$ cat config.mk
export PLATFORM = sky130hd
export DESIGN_NAME = imem_program_loader
export DESIGN_NICKNAME = d
export VERILOG_FILES = /design/src/rtl/crypto_pkg.sv /design/src/rtl/loader_checksum.sv /design/src/rtl/imem_program_loader.sv
export SDC_FILE = /design/constraint.sdc
export NUM_CORES = 1
export LEC_CHECK = 0
export BUFFER_PORTS_ARGS = -buffer_cell sky130_fd_sc_hd__buf_2
export CORE_AREA = 2 2 73 110
export DETAILED_ROUTE_END_ITERATION = 10
export DIE_AREA = 0 0 75 112
export GPL_ROUTABILITY_DRIVEN = 0
export GPL_TIMING_DRIVEN = 0
export PLACE_DENSITY = 0.79
export SETUP_SLACK_MARGIN = 0.15
export SLEW_MARGIN = 10
export SYNTH_ARGS = -nofsm -noshare
export SYNTH_HDL_FRONTEND = slang
export SYNTH_HIERARCHICAL = 1
export SYNTH_SLANG_ARGS = --single-unit
$ cat constraint.sdc
create_clock -name clk -period 2.7 [get_ports clk]
set_clock_uncertainty 0.05 [all_clocks]
set_input_delay 0.135 -clock clk [delete_from_list [all_inputs] [get_ports clk]]
set_output_delay 0.135 -clock clk [all_outputs]
set_load 0.02 [all_outputs]
$ cat src/rtl/crypto_pkg.sv
// Shared loader/fetch constants and the loader state encoding.
package crypto_pkg;
  localparam int IMEM_DEPTH  = 1024;
  localparam int PC_WIDTH    = 64;
  localparam int INSTR_BYTES = 4;

  typedef enum logic [2:0] {
    ST_IDLE,
    ST_LOAD,
    ST_CHECK,
    ST_DRAIN,
    ST_DONE,
    ST_ERROR
  } loader_state_e;
endpackage

$ cat src/rtl/loader_checksum.sv
// Running 32-bit sum of program words, compared against a host trailer word.
module loader_checksum (
  input  logic        clk,
  input  logic        reset,
  input  logic        i_clr,
  input  logic        i_add,
  input  logic [31:0] i_data,
  input  logic [31:0] i_cmp,
  output logic        o_match
);
  logic [31:0] r_sum;

  always_ff @(posedge clk) begin
    if (reset || i_clr) r_sum <= '0;
    else if (i_add)     r_sum <= r_sum + i_data;
  end

  assign o_match = (r_sum == i_cmp);
endmodule

$ cat src/rtl/imem_program_loader.sv
// Streams host words into instruction memory from PC 0 and holds the core in
// reset until the load completes. Define LOADER_CHECKSUM_EN to require a sum trailer.
module imem_program_loader
  import crypto_pkg::*;
#(
  parameter int DEPTH  = IMEM_DEPTH,
  parameter int ADDR_W = PC_WIDTH,
  parameter int CNT_W  = 11
) (
  input  logic              clk,
  input  logic              reset,
  input  logic              load_start,
  input  logic [CNT_W-1:0]  num_words,
  input  logic              in_valid,
  input  logic [31:0]       in_data,
  output logic              in_ready,
  output logic              imem_we,
  output logic [ADDR_W-1:0] imem_addr,
  output logic [31:0]       imem_wdata,
  output logic              core_reset,
  output logic              busy,
  output logic              done,
  output logic              error
);
  loader_state_e    r_state;
  logic [CNT_W-1:0] r_cnt;
  logic [CNT_W-1:0] r_num;

  logic w_accept, w_idle, w_bad, w_last;
  assign w_accept = in_valid && in_ready;
  assign w_idle   = (r_state == ST_IDLE) || (r_state == ST_DONE) || (r_state == ST_ERROR);
  assign w_bad    = (num_words == '0) || (num_words > CNT_W'(DEPTH));
  assign w_last   = (r_cnt + CNT_W'(1)) == r_num;

`ifdef LOADER_CHECKSUM_EN
  logic w_match;
  loader_checksum u_sum (
    .clk     (clk),
    .reset   (reset),
    .i_clr   (w_idle && load_start && !w_bad),
    .i_add   (w_accept && (r_state == ST_LOAD)),
    .i_data  (in_data),
    .i_cmp   (in_data),
    .o_match (w_match)
  );
`endif

  always_ff @(posedge clk) begin
    if (reset) begin
      r_state    <= ST_IDLE;
      r_cnt      <= '0;
      r_num      <= '0;
      in_ready   <= 1'b0;
      imem_we    <= 1'b0;
      imem_addr  <= '0;
      imem_wdata <= '0;
      core_reset <= 1'b1;
      busy       <= 1'b0;
      done       <= 1'b0;
      error      <= 1'b0;
    end else begin
      imem_we <= 1'b0;
      case (r_state)
        ST_IDLE, ST_DONE, ST_ERROR: begin
          if (load_start) begin
            done       <= 1'b0;
            core_reset <= 1'b1;
            if (w_bad) begin
              r_state <= ST_ERROR;
              error   <= 1'b1;
            end else begin
              r_state  <= ST_LOAD;
              r_num    <= num_words;
              r_cnt    <= '0;
              error    <= 1'b0;
              busy     <= 1'b1;
              in_ready <= 1'b1;
            end
          end
        end
        ST_LOAD: begin
          if (w_accept) begin
            imem_we    <= 1'b1;
            imem_wdata <= in_data;
            imem_addr  <= ADDR_W'(r_cnt) * ADDR_W'(INSTR_BYTES);
            r_cnt      <= r_cnt + CNT_W'(1);
            if (w_last) begin
`ifdef LOADER_CHECKSUM_EN
              r_state  <= ST_CHECK;
`else
              r_state  <= ST_DRAIN;
              in_ready <= 1'b0;
`endif
            end
          end
        end
`ifdef LOADER_CHECKSUM_EN
        ST_CHECK: begin
          // The trailer is consumed here and never reaches memory.
          if (w_accept) begin
            in_ready <= 1'b0;
            if (w_match) begin
              r_state <= ST_DRAIN;
            end else begin
              r_state <= ST_ERROR;
              error   <= 1'b1;
              busy    <= 1'b0;
            end
          end
        end
`endif
        ST_DRAIN: begin
          r_state    <= ST_DONE;
          done       <= 1'b1;
          busy       <= 1'b0;
          core_reset <= 1'b0;
        end
        default: r_state <= ST_IDLE;
      endcase
    end
  end
endmodule

# Word level (Yosys, flattened, before mapping)
# Index checks and enable logic that the tools add are counted.
dict set report word_totals {
  register_bits 74
  latch_bits 0
  ram_bits 0
  rom_bits 0
  inputBits 47
  out_inout_bits 102
  word_cells 61
  mem_count 0
}
dict set report classes {
  n_addsub 1
  mul 0
  n_div 0
  order_cmp 1
  n_eq_ne 9
  shift 0
  mux 21
  bitwise_logic 2
  n_reduce_logical 16
}
# cell count
set op_table {}
lappend op_table {{$mux W11} 3}
lappend op_table {{$pmux W11 S2} 1}
lappend op_table {{$mux W3} 4}
lappend op_table {{$add A11 B1 Y11 const B} 1}
lappend op_table {{$eq A11 B11 Y1} 1}
lappend op_table {{$gt A11 B11 Y1 const B} 1}
lappend op_table {{$logic_not A11 Y1} 1}
lappend op_table {{$pmux W3 S3} 1}
lappend op_table {{$reduce_and A3 Y1} 3}
lappend op_table {{$mux W1} 8}
lappend op_table {{$ne A2 B2 Y1 const B} 4}
lappend op_table {{$pmux W1 S2} 4}
lappend op_table {{$eq A3 B3 Y1 const B} 2}
lappend op_table {{$reduce_and A2 Y1} 3}
lappend op_table {{$reduce_and A5 Y1} 1}
lappend op_table {{$reduce_and A4 Y1} 1}
lappend op_table {{$reduce_bool A2 Y1} 2}
lappend op_table {{$eq A3 B1 Y1 const B} 1}
lappend op_table {{$eq A3 B2 Y1 const B} 1}
lappend op_table {{$logic_not A3 Y1} 1}
lappend op_table {{$reduce_or A3 Y1} 1}
lappend op_table {{$not A1 Y1} 2}
lappend op_table {{$reduce_or A2 Y1} 1}
lappend op_table {{$logic_and A1 B1 Y1} 1}
lappend op_table {{$logic_or A1 B1 Y1} 1}

# Logic depth before layout (Yosys ltp)
# Gate-level depths: netlist (run 1).
dict set report depth {
  ltp_word 5
  mapped_depth 8
  ltp_nobuf 7
}

# Worst setup path before layout (run 1)
# Ideal clock, no wire load.
dict set report synth_path {
  kind {reg2reg}
  start {register r_cnt[0]}
  end {register in_ready}
  setup_time_ps 134
  t_arrival_ps 1809
  required_ps 2516
  path_slack_ps 707
  path_stages_with_launch 8
  path_buffers 0
  synth_period_minus_slack_ps 1993
  path_cell_list {dfxtp_1 ha_1 nand3_2 or4_4 xnor2_2 o211ai_1 nor4_2 a211oi_1}
}
dict set report synth_between {
  elab_chain_len 4
}
# item line
set synth_lines {}
lappend synth_lines {{from (decl)} imem_program_loader.sv:26} ;# logic [CNT_W-1:0] r_cnt;
lappend synth_lines {{from (signal assigned)} imem_program_loader.sv:86} ;# r_cnt <= r_cnt + CNT_W'(1);
lappend synth_lines {{$add A11 B1 Y11} imem_program_loader.sv:33} ;# assign w_last = (r_cnt + CNT_W'(1)) == r_num;
lappend synth_lines {{$eq A11 B11 Y1} imem_program_loader.sv:33}
lappend synth_lines {{$ne A2 B2 Y1 (no line)} --}
lappend synth_lines {{$reduce_and A5 Y1 (no line)} --}
lappend synth_lines {{to (signal assigned)} imem_program_loader.sv:53} ;# in_ready <= 1'b0;
lappend synth_lines {{to (signal assigned)} imem_program_loader.sv:77} ;# in_ready <= 1'b1;
lappend synth_lines {{to (signal assigned)} imem_program_loader.sv:92} ;# in_ready <= 1'b0;
lappend synth_lines {{to (decl)} imem_program_loader.sv:16} ;# output logic in_ready,
# No other way between the ends.
# A chain may end at the register's enable or synchronous reset.

# Worst setup path in the final report (run 1)
# Ends and elaborated chain as after synthesis.

==> metrics.cfg, run 1 <==
[place]
placed_area_mm2 = 0.00429
portBuffers = 94
place_hpwl_um = 6590

[detailed_routing]
finalWirelength_um = 9280
antenna_left = 0
via_count = 3494
drt_iter0_drc = 198
drc = 0
wl_per_cell_um = 12.8
vias_per_cell = 4.81
dr.pass1.iters = 4

[critical_path]
worst-setup-path-type = flop to flop
end_kind = flop
crit_required_ps = 2830
worst-path-max-fanout = 6
worst_setup_path_start_kind = flop
worstPathArrival_ps = 2510

[floorplan]
dieArea_mm2 = 0.00840
ioPinCount = 149
die_x_um = 75
die_h_um = 112
initial_core_util_pct = 46.8
core_mm2 = 0.00747
rows = 39

[synthesis]
synth_xor_area_share_pct = 3.47
synth_top_family_by_area = simple AND/OR/NAND/NOR gates
synthMuxAreaShare_pct = 0.322
syn_inst = 442
synth.top_cell.area_share_pct = 42.4
syn-cell-area_mm2 = 0.00350
seq_area_frac_synth_pct = 42.4
synth_warnings = 6
synth_edf_count = 0
synth_fa_ha_area_share_pct = 0.358
synth.distinct_cells = 49
synth_ff_type = dfxtp_1
postSynthAreaPerCell_um2 = 7.91
synth_compound_area_share_pct = 14.8
synthArstFlopShare_pct = 0
synth_top_area_cell = dfxtp_1
synth_area_leaders = dfxtp_1 (42%), nand2_1 (12%), buf_4 (12%)
synth-simple-area-share_pct = 23.4
yosys_register_bits = 74

[cells_and_area]
final_core_utilization_pct = 64.1
fin_nets = 667
antenna_cells = 0
seq_area_mm2 = 0.00148
area_delta_synth_final_pct = 36.9
final_cell_mix = nand2_1 (109), buf_2 (99), dfxtp_1 (74)
final_cell_area_mm2 = 0.00479
layout_commonest_cell = nand2_1
drive_gt1_share_pct = 30.1
n_fill_cell = 657
multi_input_area_mm2 = 0.00168

[clock_network]
cts_sinks = 74
root_buffer = clkbuf_16
insertion_delay_ps = 320
clkTransAtPathRegs_ps = 60
cts_max_path_buffers = 2
htree_levels = 3
numCtsBuffers = 9
cts_tree = done

[pwr]
vdd_drop_max_uv = 430
leakage_nw = 2.17
power.density_mw_per_mm2 = 547
p_total_mw = 2.62

[sta]
worstMarginPinSlew_ps = 649
fin_crit_ps = 2380
rsz0062_at_grt = false
hold_slack_ps = 6.10
clock.fmax_ghz = 0.421
final_hold_viol_count = 0
final_max_slew_viol_count = 0
fin_crit_sh_pct = 88.0
slew_headroom_pct = 56.5
setup_violations = 0
tns_ps = 0

[grt]
grt_pass1_wl_um = 14400
grt_max_degree = 14
antenna_found_initial = 0
grt.overflow.total = 0
grt_pass1_vias = 3198
track_usage_pct = 22.1

[hold_path]
hold_path_class = input port to flop

[status]
run_status = complete, no violations

[job]
cap_violations = 0

## path summary, 6_finish.rpt
check / slack [ps] / cells past startpoint / from / to
worst max-delay path: 320 / 7 / r_cnt[0] / in_ready
worst min register to register: 400 / 2 / imem_addr[4] / imem_addr[4]
worst max register to register: 320 / 7 / r_cnt[0] / in_ready
worst min-delay path: 6 / 3 / in_data[31] / imem_wdata[31]
## area by class of cell
type	count	area share, %
inverters	2	0.157
well taps	102	2.67
clock buffers	9	4.70
flip-flops and latches	74	30.9
plain buffers	79	10.9
multi-input cells	339	35.1
repair buffers	114	14.0
clock inverters	7	1.46
## through the flow
stage	worst slack, ps	instances
2_1_floorplan	707	494
3_5_place_dp	376	690
5_1_grt	194	726
6_report	324	726
4_1_cts	341	726
3_3_place_gp	402	690
## worst max-delay path, stage by stage, from the launching register on
cell and delay, ps:
dfxtp_1 470, ha_2 300, nand3_2 150, or3_2 540
xnor2_1 240, o211ai_1 130, nor4_2 220, a211oi_1 130
## synth_stat cells, drive strengths merged (2+ instances only)
library cell and instances:
nor3 4, and3 2, and2 6, or3 7, nor2 14, o21ai 13, nand2b 2, buf 60
a211oi 3, xor2 5, or2 2, xnor2 8, a21oi 67, clkbuf 19, a311oi 3, inv 2
nand4 3, nor2b 2, nand3b 2, dfxtp 74, nand3 17, nor4 4, nand2 109
## sequential cells by signal, indices dropped and copies added, names as in the netlist, 3 cells and up
name and count:
imem_wdata 32, r_cnt 11, r_num 11, imem_addr 11, r_state 3
## what timing repair did
item / in CTS / in global routing
endpoints found under the hold margin: 20 / 0
hold buffers: 20 / 0
resized for setup: 0 / 1
setup endpoints to repair: 0 / 1
setup buffers: 0 / 0
## layer usage
| metal | share of wire [%] | up-vias | GRT usage [%] | wire (µm) |
|---|---|---|---|---|
| li1 | - | 1732 | - | - |
| met5 | 0 | - | 0 | 0 |
| met3 | 6.3 | 29 | 5.52 | 588 |
| met1 | 36 | 1572 | 22.9 | 3340 |
| met4 | 3.5 | 0 | 10.8 | 322 |
| met2 | 54 | 161 | 39.6 | 5020 |
## cell families after synthesis
group	count (synthesis)
multiplexers	1
adder cells (fa/ha/maj)	1
AO/OA/AOI/OAI	94
XOR/XNOR	13
flip-flops	74
AND/OR/NAND/NOR	177
other	1
buffers and inverters	81
## where the power goes
part / leakage, nW / switching [mW] / total, mW / internal [mW]
Clock: 0.145 / 0.442 / 1.15 / 0.712
Sequential: 0.599 / 0.0150 / 1.13 / 1.11
Combinational: 1.43 / 0.196 / 0.336 / 0.140
Total: 2.17 / 0.653 / 2.62 / 1.97
Power figures use the tool's default switching activity.
==> run 2, diff against run 1 <==
==> constraint.sdc (replaced) <==
create_clock -name clk -period 2.7 [get_ports clk]
set_clock_uncertainty 0.05 [all_clocks]
set_input_delay 0.54 -clock clk [delete_from_list [all_inputs] [get_ports clk]]
set_output_delay 0.54 -clock clk [all_outputs]
set_load 0.02 [all_outputs]
==> run 2 against run 1 <==
Final cell count shrank 2.8%. Largest power group unchanged. Via count decreased by 3.9%. Highest routed layer unchanged. Total power down 1.1%. Critical path depth unchanged. Fmax rose by 0.70%. First-iteration DRC count fell by 15%. Sequential cell count unchanged. Sequential power barely moved. Design area is 4.2% lower.
==> metrics.cfg, run 2 (synthesis results as in run 1) <==
[pwr]
seqPwrFrac_pct = 43.5
vdd_drop_max_uv = 426
leakage_nw = 2.09
switchingPower_uw = 644
swShare_pct = 24.9
clkPwrFrac_pct = 44.5
pwr-share-comb_pct = 12.0
power.density_mw_per_mm2 = 565
internal_power_mw = 1.95

[detailed_routing]
drt_iter0_drc = 169
wl_met3_um = 655
finalWirelength_um = 8720
drc = 0
via_count = 3357
met2_length_um = 4760
vias_per_cell = 4.75
top_layer = met4
wl_per_cell_um = 12.3
antenna_left = 0
dr.pass1.iters = 6
wl_met1_um = 3120

[cells_and_area]
fin_nets = 647
antenna_cells = 0
final_cell_mix = nand2_1 (109), buf_2 (99), dfxtp_1 (74)
area_delta_synth_final_pct = 31.2
final_core_utilization_pct = 61.5
largest_register_ffs = 32
drive_gt1_share_pct = 31.1
top_register = imem_wdata
layout_commonest_cell = nand2_1

[critical_path]
r2r-end = in_ready
worstPathArrival_ps = 2490
rr_startpoint = r_cnt[0]
end_kind = flop
worst-path-max-fanout = 6
crit_required_ps = 2830
regToRegSetupSlack_ps = 340
worst-setup-path-type = flop to flop
worst_setup_path_start_kind = flop
crit_chain = ha_2, nand3_2, or3_2, xnor2_1, o211ai_1, nor4_2, a211oi_1
critPathMaxStageDelay_ps = 540
worstRegToRegCells = 7
slowest_stage = or3_2

[clock_network]
insertion_delay_ps = 320
holdBufCountCts = 0
cts_sinks = 74
cts_tree = done
root_buffer = clkbuf_16
numCtsBuffers = 9
clkTransAtPathRegs_ps = 60
htree_levels = 3
cts.repair.resized = 0
cts_setup_buffers = 0
cts_max_path_buffers = 2

[hold_path]
hold_path_class = flop to flop
min_path_cells = 2
hp-start = imem_addr[4]
hold_end = imem_addr[4]

[floorplan]
dieArea_mm2 = 0.00840
rows = 39
die_h_um = 112
die_x_um = 75
ioPinCount = 149
core_mm2 = 0.00747
initial_core_util_pct = 46.8

[grt]
antenna_found_initial = 0
grt_pass1_vias = 3038
grt_max_degree = 14
grt_pass1_wl_um = 13700
grt.overflow.total = 0
track_usage_pct = 20.8

[place]
place_hpwl_um = 6590
portBuffers = 94

[job]
cap_violations = 0

[sta]
slew_headroom_pct = 56.7
tns_ps = 0
fin_crit_ps = 2360
final_hold_viol_count = 0
fin_crit_sh_pct = 87.4
rsz0062_at_grt = false
clock.fmax_ghz = 0.424
worstMarginPinSlew_ps = 645
setup_violations = 0
final_max_slew_viol_count = 0

[status]
run_status = complete, no violations

-- run 2: cell types whose count changed in the layout (fill, tap and decap cells not counted), sizes merged --
cell	before	now
dlygate4sd3	20	0
-- run 2: final cells by class --
| cell class | instances | area (µm²) |
|---|---|---|
| Fill cell | 700 | 2880 |
| Multi-Input combinational cell | 339 | 1680 |
| Sequential cell | 74 | 1480 |
| Buffer | 79 | 523 |
| Timing Repair Buffer | 94 | 470 |
| Clock buffer | 9 | 225 |
| Tap cell | 102 | 128 |
| Clock inverter | 7 | 70.1 |
| Inverter | 2 | 7.51 |
-- run 2: worst max-delay path by stage --
stage,to,start,depth (start not counted)
2_1_floorplan,in_ready,r_cnt[0],7
3_3_place_gp,in_ready,r_cnt[0],7
3_5_place_dp,r_cnt[8],num_words[4],7
4_1_cts,in_ready,r_cnt[0],7
5_1_grt,in_ready,r_cnt[0],7
6_report,in_ready,r_cnt[0],7
-- run 2: layer usage --
metal	vias to the layer above	track usage, %
li1	1688	-
met1	1508	22.5
met2	147	37.1
met3	14	5.43
met4	0	8.21
met5	-	0
-- run 2: critical path, delay by kind of cell (launching register included) --
kind	cells	cell delay (ps)
simple gates	3	910
flops	1	470
fa+ha+maj	1	300
compound gates	2	260
xor+xnor	1	230
-- run 2: power by group through the flow --
| stage | clock network (mW) | registers, mW | logic (mW) |
|---|---|---|---|
| 2_1_floorplan | 0 | 1.16 | 0.214 |
| 3_3_place_gp | 0 | 1.15 | 0.300 |
| 3_5_place_dp | 0 | 1.15 | 0.305 |
| 4_1_cts | 1.17 | 1.13 | 0.307 |
| 5_1_grt | 1.23 | 1.13 | 0.340 |
| 6_report | 1.15 | 1.13 | 0.310 |
-- run 2: through the flow --
| stage | power, mW | instance area [µm²] | instances | setup slack, ps | hold slack [ps] |
|---|---|---|---|---|---|
| 2_1_floorplan | 1.38 | 3690 | 494 | 707 | 398 |
| 3_3_place_gp | 1.45 | 4290 | 690 | 402 | 390 |
| 3_5_place_dp | 1.46 | 4290 | 690 | 350 | 394 |
| 4_1_cts | 2.61 | 4590 | 706 | 341 | 391 |
| 5_1_grt | 2.70 | 4590 | 706 | 195 | 397 |
| 6_report | 2.59 | 4590 | 706 | 341 | 398 |
